### src/rtl/six_code_decoder_if.sv
// six_code_decoder_if: sample/decode link between a coded-counter consumer and its driver
//   en, code_in, carry_in : sample strobe, 3-bit state code, carry (master -> slave)
//   idx, locked, wrap_cnt, err, err_cnt : decoder status (slave -> master)
interface six_code_decoder_if #(
    parameter int WRAP_W = 8,
    parameter int ERR_W  = 8
);
    logic              en;
    logic [2:0]        code_in;
    logic              carry_in;
    logic [2:0]        idx;
    logic              locked;
    logic [WRAP_W-1:0] wrap_cnt;
    logic              err;
    logic [ERR_W-1:0]  err_cnt;
    modport master (output en, code_in, carry_in, input idx, locked, wrap_cnt, err, err_cnt);
    modport slave  (input en, code_in, carry_in, output idx, locked, wrap_cnt, err, err_cnt);
endinterface

### src/rtl/six_code_decoder.sv
// six_code_decoder: decodes six-state counter codes, locks onto the sequence, counts wraps and faults
//   clk   : rising-edge clock
//   reset : asynchronous active-high reset
//   bus   : slave side of six_code_decoder_if (en/code_in/carry_in in, idx/locked/wrap_cnt/err/err_cnt out)
module six_code_decoder #(
    parameter int WRAP_W   = 8,
    parameter int ERR_W    = 8,
    parameter int LOCK_CNT = 2
) (
    input logic clk,
    input logic reset,
    six_code_decoder_if.slave bus
);
    typedef enum logic {HUNT, LOCKED} state_t;
    state_t            r_st;
    logic [2:0]        r_prev;
    logic [2:0]        r_match;
    logic [2:0]        r_idx;
    logic              r_locked;
    logic              r_err;
    logic [WRAP_W-1:0] r_wrap;
    logic [ERR_W-1:0]  r_err_cnt;
    logic [2:0]        w_dec;
    logic [2:0]        w_next;
    logic              w_legal;
    logic              w_cons;
    logic              w_succ;
    // Illegal codes fall through to 5 but are masked by w_legal everywhere.
    always_comb begin
        w_dec   = bus.code_in == 3'b010 ? 3'd0 :
                  bus.code_in == 3'b011 ? 3'd1 :
                  bus.code_in == 3'b111 ? 3'd2 :
                  bus.code_in == 3'b110 ? 3'd3 :
                  bus.code_in == 3'b100 ? 3'd4 : 3'd5;
        w_legal = bus.code_in != 3'b001 && bus.code_in != 3'b101;
        w_cons  = w_legal && (bus.carry_in == (w_dec == 3'd5));
        w_next  = r_prev == 3'd5 ? 3'd0 : r_prev + 3'd1;
        w_succ  = w_cons && w_dec == w_next;
    end
    always_ff @(posedge clk or posedge reset) begin
        if (reset) begin
            r_st      <= HUNT;
            r_prev    <= 3'd0;
            r_match   <= 3'd0;
            r_idx     <= 3'd0;
            r_locked  <= 1'b0;
            r_err     <= 1'b0;
            r_wrap    <= '0;
            r_err_cnt <= '0;
        end else begin
            r_err <= 1'b0;
            if (bus.en) begin
                if (w_legal)
                    r_idx <= w_dec;
                if (r_st == HUNT) begin
                    if (!w_cons)
                        r_match <= 3'd0;
                    else if (w_succ && r_match != 3'd0) begin
                        r_prev  <= w_dec;
                        r_match <= r_match + 3'd1;
                        // r_match counts samples; lock once LOCK_CNT successor steps follow the first one
                        if (r_match == 3'(LOCK_CNT)) begin
                            r_st     <= LOCKED;
                            r_locked <= 1'b1;
                        end
                    end else begin
                        r_prev  <= w_dec;
                        r_match <= 3'd1;
                    end
                end else if (w_succ) begin
                    r_prev <= w_dec;
                    if (r_prev == 3'd5)
                        r_wrap <= r_wrap + WRAP_W'(1);
                end else begin
                    r_err     <= 1'b1;
                    r_err_cnt <= &r_err_cnt ? r_err_cnt : r_err_cnt + ERR_W'(1);
                    r_st      <= HUNT;
                    r_locked  <= 1'b0;
                    r_match   <= w_cons ? 3'd1 : 3'd0;
                    if (w_cons)
                        r_prev <= w_dec;
                end
            end
        end
    end
    assign bus.idx      = r_idx;
    assign bus.locked   = r_locked;
    assign bus.wrap_cnt = r_wrap;
    assign bus.err      = r_err;
    assign bus.err_cnt  = r_err_cnt;
endmodule
### src/flat_wrapper.sv
// flat-port wrapper written by rule: the top's interface ports become plain ports
module six_code_decoder_flat 
#(
    parameter int WRAP_W   = 8,
    parameter int ERR_W    = 8,
    parameter int LOCK_CNT = 2
)
  (clk, reset, bus_en, bus_code_in, bus_carry_in, bus_idx, bus_locked, bus_wrap_cnt, bus_err, bus_err_cnt);
  six_code_decoder_if #(.WRAP_W(WRAP_W), .ERR_W(ERR_W)) bus_i ();
  input logic clk;
  input logic reset;
  input wire logic [$bits(bus_i.en)-1:0] bus_en;
  input wire logic [$bits(bus_i.code_in)-1:0] bus_code_in;
  input wire logic [$bits(bus_i.carry_in)-1:0] bus_carry_in;
  output wire logic [$bits(bus_i.idx)-1:0] bus_idx;
  output wire logic [$bits(bus_i.locked)-1:0] bus_locked;
  output wire logic [$bits(bus_i.wrap_cnt)-1:0] bus_wrap_cnt;
  output wire logic [$bits(bus_i.err)-1:0] bus_err;
  output wire logic [$bits(bus_i.err_cnt)-1:0] bus_err_cnt;
  assign bus_i.en = bus_en;
  assign bus_i.code_in = bus_code_in;
  assign bus_i.carry_in = bus_carry_in;
  assign bus_idx = bus_i.idx;
  assign bus_locked = bus_i.locked;
  assign bus_wrap_cnt = bus_i.wrap_cnt;
  assign bus_err = bus_i.err;
  assign bus_err_cnt = bus_i.err_cnt;
  six_code_decoder #(.WRAP_W(WRAP_W), .ERR_W(ERR_W), .LOCK_CNT(LOCK_CNT)) u_core (.clk(clk), .reset(reset), .bus(bus_i));
endmodule
### config.mk
export PLATFORM = sky130hd
export DESIGN_NAME = six_code_decoder_flat
export DESIGN_NICKNAME = d
export VERILOG_FILES = /design/src/rtl/six_code_decoder_if.sv /design/src/rtl/six_code_decoder.sv /design/src/flat_wrapper.sv
export SDC_FILE = /design/constraint.sdc
export NUM_CORES = 1
export LEC_CHECK = 0
export CAP_MARGIN = 15
export CELL_PAD_IN_SITES_DETAIL_PLACEMENT = 0
export CELL_PAD_IN_SITES_GLOBAL_PLACEMENT = 1
export CORE_UTILIZATION = 40
export CTS_CLUSTER_DIAMETER = 50
export DETAILED_ROUTE_END_ITERATION = 7
export HOLD_SLACK_MARGIN = 0.1
export PLACE_DENSITY = 0.88
export SETUP_SLACK_MARGIN = 0.3
export SLEW_MARGIN = 5
export SYNTH_ARGS = -nofsm -noshare
export SYNTH_HDL_FRONTEND = slang
export SYNTH_SLANG_ARGS = --single-unit
### constraint.sdc
create_clock -name clk -period 2.6 [get_ports clk]
set_input_delay 0.52 -clock clk [delete_from_list [all_inputs] [get_ports clk]]
set_output_delay 0.52 -clock clk [all_outputs]
set_load 0.01 [all_outputs]
==> results of run 1 <==
==> power groups by stage <==
stage                     logic (W)  clock network (W)  registers, W
final                      0.000161           0.000344      0.000486
after global routing       0.000177           0.000367      0.000490
after CTS                  0.000160           0.000347      0.000485
after detailed placement   0.000159                  0      0.000493
after global placement     0.000152                  0      0.000491
after floorplan           0.0000930                  0      0.000493
==> synth_stat cells, drive strengths merged, types with 3 or more instances <==
cell    number
a21oi        8
buf          3
clkbuf       3
dfrtp       28
ha           5
inv          8
nand2       12
nand2b       3
nand3        8
nand4        7
nor2         6
nor2b        3
nor3         5
nor4         4
o21ai        8
xnor2        4
xor2        12
==> per-stage QoR <==
step,instance area [sq um],total power [W],setup WS (ps)
final,2080,0.000991,403
after global routing,2080,0.00103,305
after CTS,2080,0.000993,407
after detailed placement,1970,0.000652,-126
after global placement,1970,0.000643,-66.2
after floorplan,1590,0.000586,470
==> worst max-delay path: stages <==
cell	delay (ps)
dlygate4sd2_1	270
or4b_1	530
a211oi_2	250
o311a_1	240
buf_6	160
buf_4	150
a31o_1	150
o21ai_1	80
==> how the worst max path moves through the flow <==
stage	startpoint	endpoint	slack (ps)
floorplan	bus_code_in[2]	u_core.bus.wrap_cnt[7]$_DFFE_PP0P_	470
global placement	bus_code_in[1]	u_core.bus.err_cnt[7]$_DFFE_PP0P_	-70
detailed placement	bus_code_in[1]	u_core.bus.err_cnt[7]$_DFFE_PP0P_	-130
CTS	bus_code_in[2]	u_core.bus.err_cnt[1]$_DFFE_PP0P_	410
global route	bus_code_in[2]	u_core.r_match[0]$_DFFE_PP0P_	310
finish	bus_code_in[2]	u_core.r_match[0]$_DFFE_PP0P_	400
==> cell type report <==
cell class | count | area, sq um | share of cell area (%)
clock buffers | 3 | 41.3 | 1.98
clock inverters | 1 | 30.0 | 1.44
inverters | 8 | 30.0 | 1.44
multi-input cells | 109 | 843 | 40.5
flip-flops and latches | 28 | 701 | 33.7
well taps | 48 | 60.1 | 2.88
repair buffers | 41 | 377 | 18.1
==> logic make-up (layout without fill, tap and decap cells) <==
group,after synthesis,in the layout,share of synthesized area [%]
AO/OA/AOI/OAI,28,28,12.4
XOR/XNOR,16,16,9.79
adder cells (fa/ha/maj),5,5,3.95
buffers and inverters,14,53,4.89
flip-flops,28,28,44.2
multiplexers,2,2,1.66
AND/OR/NAND/NOR,58,58,23.1
==> what timing repair did <==
item | CTS | global route
gates resized for setup | 7 | 1
endpoints found under the setup margin | 16 | 1
pin swaps | 4 | 0
==> metal layers <==
metal	vias up	routed length (um)
met3	9	156
li1	619	-
met1	642	1540
met5	-	0
met2	43	1730
met4	0	68
==> flow_summary_export.csv, run 1 <==
group,metric,value,unit
grt,use_met1,24.2,%
routing,post_drt_wl_per_cell,14.7,um
cts,cts_buffers,3,
timing,rsz0062_at_grt,"no",
timing,slew_violations,0,
cts,cts-hold-fix-buffers,0,
final_layout,final_cell_mix,"dfrtp_1, clkdlybuf4s50_1, buf_4",
synthesis,synth_edf_count,0,
final_layout,fin_util,55.6,%
timing,tightest_slew,855,ps
grt,grt_antenna_before_repair,0,
floorplan,dieArea,4220,sq um
pwr,switching_share,25.0,%
timing,period_minus_slack,2200,ps
synthesis,synth_nets,163,
place,place_inst,234,
synthesis,yosysTopAreaCell,"dfrtp_1",
floorplan,row_count,22,
cts,htreeDepth,1,
synthesis,syn-instance-count,151,
final_layout,area_delta_synth_final,31.3,%
final_layout,drive_gt1_share,16.8,%
final_layout,insertedDiodeCount,0,
timing,tns,0,ps
hold_path,hold_path_depth,1,
timing,maxSlewHeadroom,42.7,%
synthesis,ys_seq_area_share,44.2,%
synthesis,async_flop_share,100,%
cts,clock-sinks,28,
grt,grt.met2_usage,31.4,%
routing,routed_via_density,5.52,
timing,fin_skew,6.52,ps
floorplan,chipWidth,65.0,um
synthesis,synth.area.top_cells,"dfrtp_1, xor2_1, ha_1",
grt,grt_max_degree,29,
outcome,status,"finished, final reports clean",
synthesis,synth_top_area_share,44.2,%
floorplan,initial_core_util,42.3,%
worst_setup_path,regToRegEndpoint,"u_core.r_match[0]$_DFFE_PP0P_",
worst_setup_path,endpoint_kind,"flip-flop",
timing,fmax,455,MHz
worst_setup_path,cp.required,2760,ps
floorplan,die_h,65.0,um
synthesis,synth_seq_cells,28,
pwr,combPwrFrac,16.3,%
routing,drtAntennaViolNets,0,
synthesis,ys_warn_count,0,
grt,grt_util_met3,2.99,%
timing,hold_ws,507,ps
cts,cts_setup_buffers,0,
final_layout,fill_cells,347,
synthesis,avgSynthCellArea,10.5,sq um
synthesis,netlist_area,1590,sq um
pwr,pwr-share-clk,34.7,%
pwr,cellLeakagePower,0.985,nW
floorplan,coreArea,3740,sq um
pwr,sequentialPowerShare,49.0,%
pwr,p_int,0.000744,W
timing,timing_hold_violations_final,0,
pwr,peakVddDrop,240,uV
worst_setup_path,crit_type,"in -> reg",
grt,grt_pass1_wl,6.11,mm
hold_path,hp-class,"reg -> reg",
pwr,p_sw,0.000247,W
place,place.gp.congestion,0.782,
routing,drtIter0Drc,21,
grt,busiest_layer,"met2",
worst_setup_path,reg2reg_slack,420,ps
cts,cts.reportedPaths.clkPinSlew,100,ps
cts,root_buffer,"clkbuf_8",
routing,wl,3.49,mm
cts,clk_latency,280,ps
timing,setup_violations,0,
final_layout,instances_no_fill,238,
cts,clk_path_buf_depth,2,
timing,timing.final.crit_share,84.5,%
worst_setup_path,reg2reg_depth,7,
final_layout,final_common_cell,"dfrtp_1",
routing,drc,0,
grt,grt_use_total,18.8,%
hold_path,hold_start,"u_core.bus.wrap_cnt[7]$_DFFE_PP0P_",
run,max_cap_viol_count,0,
place,numPortBuffers,27,
routing,drtPass1Iterations,4,
worst_setup_path,cp.arrival,2360,ps
synthesis,yosysUniqueCellTypes,46,
grt,grt_pass1_vias,1302,
cts,cts_tree,"done",
place,post-dp-hpwl,2.55,mm
routing,dr_total_vias,1313,
worst_setup_path,start_kind,"input pin",
worst_setup_path,crit_fanout,8,
floorplan,io_pins,28,
grt,grt-ovfl-total,0,
hold_path,holdPathEnd,"u_core.bus.wrap_cnt[7]$_DFFE_PP0P_",
pwr,power_density,476,nW/um^2
final_layout,nets,203,
synthesis,synth_ff_type,"dfrtp_1",
(Power assumes the default switching activity.)
==> run 2, diff against run 1 <==
--- a/config.mk
+++ b/config.mk
@@ -8,11 +8,11 @@
 export CAP_MARGIN = 15
 export CELL_PAD_IN_SITES_DETAIL_PLACEMENT = 0
 export CELL_PAD_IN_SITES_GLOBAL_PLACEMENT = 1
-export CORE_UTILIZATION = 40
+export CORE_UTILIZATION = 36
 export CTS_CLUSTER_DIAMETER = 50
 export DETAILED_ROUTE_END_ITERATION = 7
 export HOLD_SLACK_MARGIN = 0.1
-export PLACE_DENSITY = 0.88
+export PLACE_DENSITY = 0.84
 export SETUP_SLACK_MARGIN = 0.3
 export SLEW_MARGIN = 5
 export SYNTH_ARGS = -nofsm -noshare
==> constraint.sdc (replaced) <==
create_clock -name clk -period 1.9 [get_ports clk]
set_input_delay 0.38 -clock clk [delete_from_list [all_inputs] [get_ports clk]]
set_output_delay 0.38 -clock clk [all_outputs]
set_load 0.01 [all_outputs]
==> run 2 against run 1 <==
Net effect: the run now ends with negative setup slack left; design area increased by 23%; first-iteration DRC count increased by 120%; wire length increased by 20%; critical path depth decreased by 1; count of clock-buffer cells in the layout increased by 1; die area increased by 11%; clock power increased by 14%; utilization increased by 6.5 points; sequential power increased by 35%; worst setup slack got worse by 530 ps; sequential cell count unchanged; largest cell class unchanged; largest power group unchanged; highest routed layer unchanged.
==> flow_summary_export.csv, run 2 (synthesis results as in run 1) <==
group,metric,value,unit
outcome,status,"finished with violations",
outcome,violations,"negative setup slack",
cts,cts_tree,"done",
routing,wl,4.18,mm
pwr,peakVddDrop,273,uV
grt,grt-ovfl-total,0,
routing,drtIter0Drc,46,
place,post-dp-hpwl,2.58,mm
floorplan,coreArea,4120,sq um
timing,fin_skew,3.01,ps
floorplan,dieArea,4670,sq um
cts,root_buffer,"clkbuf_8",
grt,grt_antenna_before_repair,0,
final_layout,drive_gt1_share,37.0,%
floorplan,row_count,23,
pwr,pwr-share-clk,28.4,%
routing,drtPass1Iterations,4,
timing,rsz0062_at_grt,"yes",
routing,routed_via_density,5.14,
hold_path,hp-class,"in -> reg",
timing,slew_violations,0,
floorplan,initial_core_util,38.5,%
timing,setup_slack,-128,ps
timing,timing_hold_violations_final,0,
worst_setup_path,cp.required,2110,ps
routing,post_drt_wl_per_cell,15.1,um
routing,drc,0,
run,max_cap_viol_count,0,
floorplan,io_pins,28,
final_layout,final_cell_mix,"buf_4, dfrtp_1, xor2_1",
cts,cts_buffers,3,
pwr,cellLeakagePower,1.47,nW
worst_setup_path,crit_type,"reg -> reg",
place,numPortBuffers,27,
timing,tightest_slew,401,ps
timing,setup_violations,21,
cts,htreeDepth,1,
pwr,p_sw,0.000391,W
timing,maxSlewHeadroom,73.2,%
grt,grt_max_degree,29,
pwr,combPwrFrac,24.1,%
place,pre_cts_ws,-671,ps
routing,dr_total_vias,1424,
grt,grt_pass1_wl,6.42,mm
final_layout,nets,240,
worst_setup_path,start_kind,"flip-flop",
timing,fmax,493,MHz
final_layout,final_area,2550,sq um
cts,cts.reportedPaths.clkPinSlew,100,ps
floorplan,die_h,68.4,um
place,place.gp.congestion,0.785,
timing,timing.final.crit_share,107,%
cts,clk_path_buf_depth,2,
pwr,p_int,0.000989,W
timing,period_minus_slack,2030,ps
grt,grt_use_total,18.4,%
floorplan,chipWidth,68.4,um
cts,clock-sinks,28,
worst_setup_path,crit_fanout,7,
final_layout,area_delta_synth_final,61.2,%
place,placed_area,2060,sq um
pwr,power_density,540,nW/um^2
final_layout,insertedDiodeCount,0,
final_layout,fin_util,62.1,%
timing,hold_ws,455,ps
routing,drtAntennaViolNets,0,
final_layout,final_common_cell,"buf_4",
worst_setup_path,endpoint_kind,"flip-flop",
pwr,sequentialPowerShare,47.5,%
pwr,switching_share,28.3,%
pwr,p_total,0.00138,W
cts,clk_latency,290,ps
worst_setup_path,cp.arrival,2240,ps
grt,grt_pass1_vias,1463,
[run 2: changes by cell type in the layout (fill, tap and decap cells not counted), sizes merged]
cell / delta
bufinv: -1
clkbuf: +3
clkdlybuf4s50: -21
dlymetal6s2s: +11
buf: +37
dlygate4sd2: +8
[run 2: path summary, 6_finish.rpt]
check / end / from / slack, ps / cells after the start
setup reg to reg: u_core.bus.err_cnt[4]$_DFFE_PP0P_ / flip-flop / -130 / 7
max in group asynchronous: u_core.bus.err_cnt[7]$_DFFE_PP0P_ / reset / 1160 / 3
min in group asynchronous: u_core.bus.wrap_cnt[7]$_DFFE_PP0P_ / reset / 460 / 3
hold reg to reg: u_core.bus.wrap_cnt[3]$_DFFE_PP0P_ / u_core.bus.wrap_cnt[3]$_DFFE_PP0P_ / 490 / 1
hold / removal: u_core.bus.idx[2]$_DFFE_PP0P_ / bus_code_in[1] / 450 / 3
setup / recovery: u_core.bus.err_cnt[4]$_DFFE_PP0P_ / flip-flop / -130 / 7
[run 2: final cells by class]
cell class,count,area (sq um)
clock buffer,4,55.1
fill,319,1560
inverter,8,30.0
multi-input combinational,109,976
sequential,28,701
tap,50,62.6
timing repair buffer,78,731
[run 2: power groups by stage]
| stage | sequential [W] | combinational [W] | clock (W) |
|---|---|---|---|
| after global placement | 0.000668 | 0.000248 | 0 |
| after CTS | 0.000654 | 0.000298 | 0.000387 |
| final | 0.000656 | 0.000332 | 0.000392 |
| after global routing | 0.000661 | 0.000361 | 0.000419 |
| after floorplan | 0.000674 | 0.000129 | 0 |
| after detailed placement | 0.000670 | 0.000257 | 0 |
[run 2: per-stage QoR]
| step | cells | setup TNS (ps) |
|---|---|---|
| 6_report | 277 | -1340 |
| 5_1_grt | 277 | -3080 |
| 4_1_cts | 268 | -1590 |
| 3_5_place_dp | 245 | -12630 |
| 3_3_place_gp | 245 | -11250 |
| 2_1_floorplan | 151 | -232 |
[run 2: repair_timing]
item                                   CTS  global route
setup buffers                           19             9
setup endpoints to repair               39            36
endpoints found under the hold margin    0             0
resized for setup                       27            35
hold buffers                             0             0
pin swaps                                9            11
[run 2: worst max-delay path: stages, from the launching register on]
cell,delay [ps]
dfrtp_1,430
and3b_1,190
o211a_1,240
o311a_1,370
buf_12,150
buf_12,130
nor4b_4,250
xor2_1,190
[run 2: per-layer routing]
| metal | wire (um) | vias to the layer above | part of all wire (%) | global-route usage (%) |
|---|---|---|---|---|
| met3 | 94 | 7 | 2.2 | 2.50 |
| met4 | 76 | 0 | 1.8 | 6.77 |
| met1 | 1760 | 697 | 42 | 21.3 |
| li1 | - | 691 | - | - |
| met5 | 0 | - | 0 | 0 |
| met2 | 2250 | 29 | 54 | 33.9 |
==> run 3, diff against run 2 <==
--- a/config.mk
+++ b/config.mk
@@ -14,7 +14,7 @@
 export HOLD_SLACK_MARGIN = 0.1
 export PLACE_DENSITY = 0.84
 export SETUP_SLACK_MARGIN = 0.3
-export SLEW_MARGIN = 5
+export SLEW_MARGIN = 15
 export SYNTH_ARGS = -nofsm -noshare
 export SYNTH_HDL_FRONTEND = slang
 export SYNTH_SLANG_ARGS = --single-unit
==> results of run 3 <==
The final DEF is identical to that of run 2; final timing and power are the same.
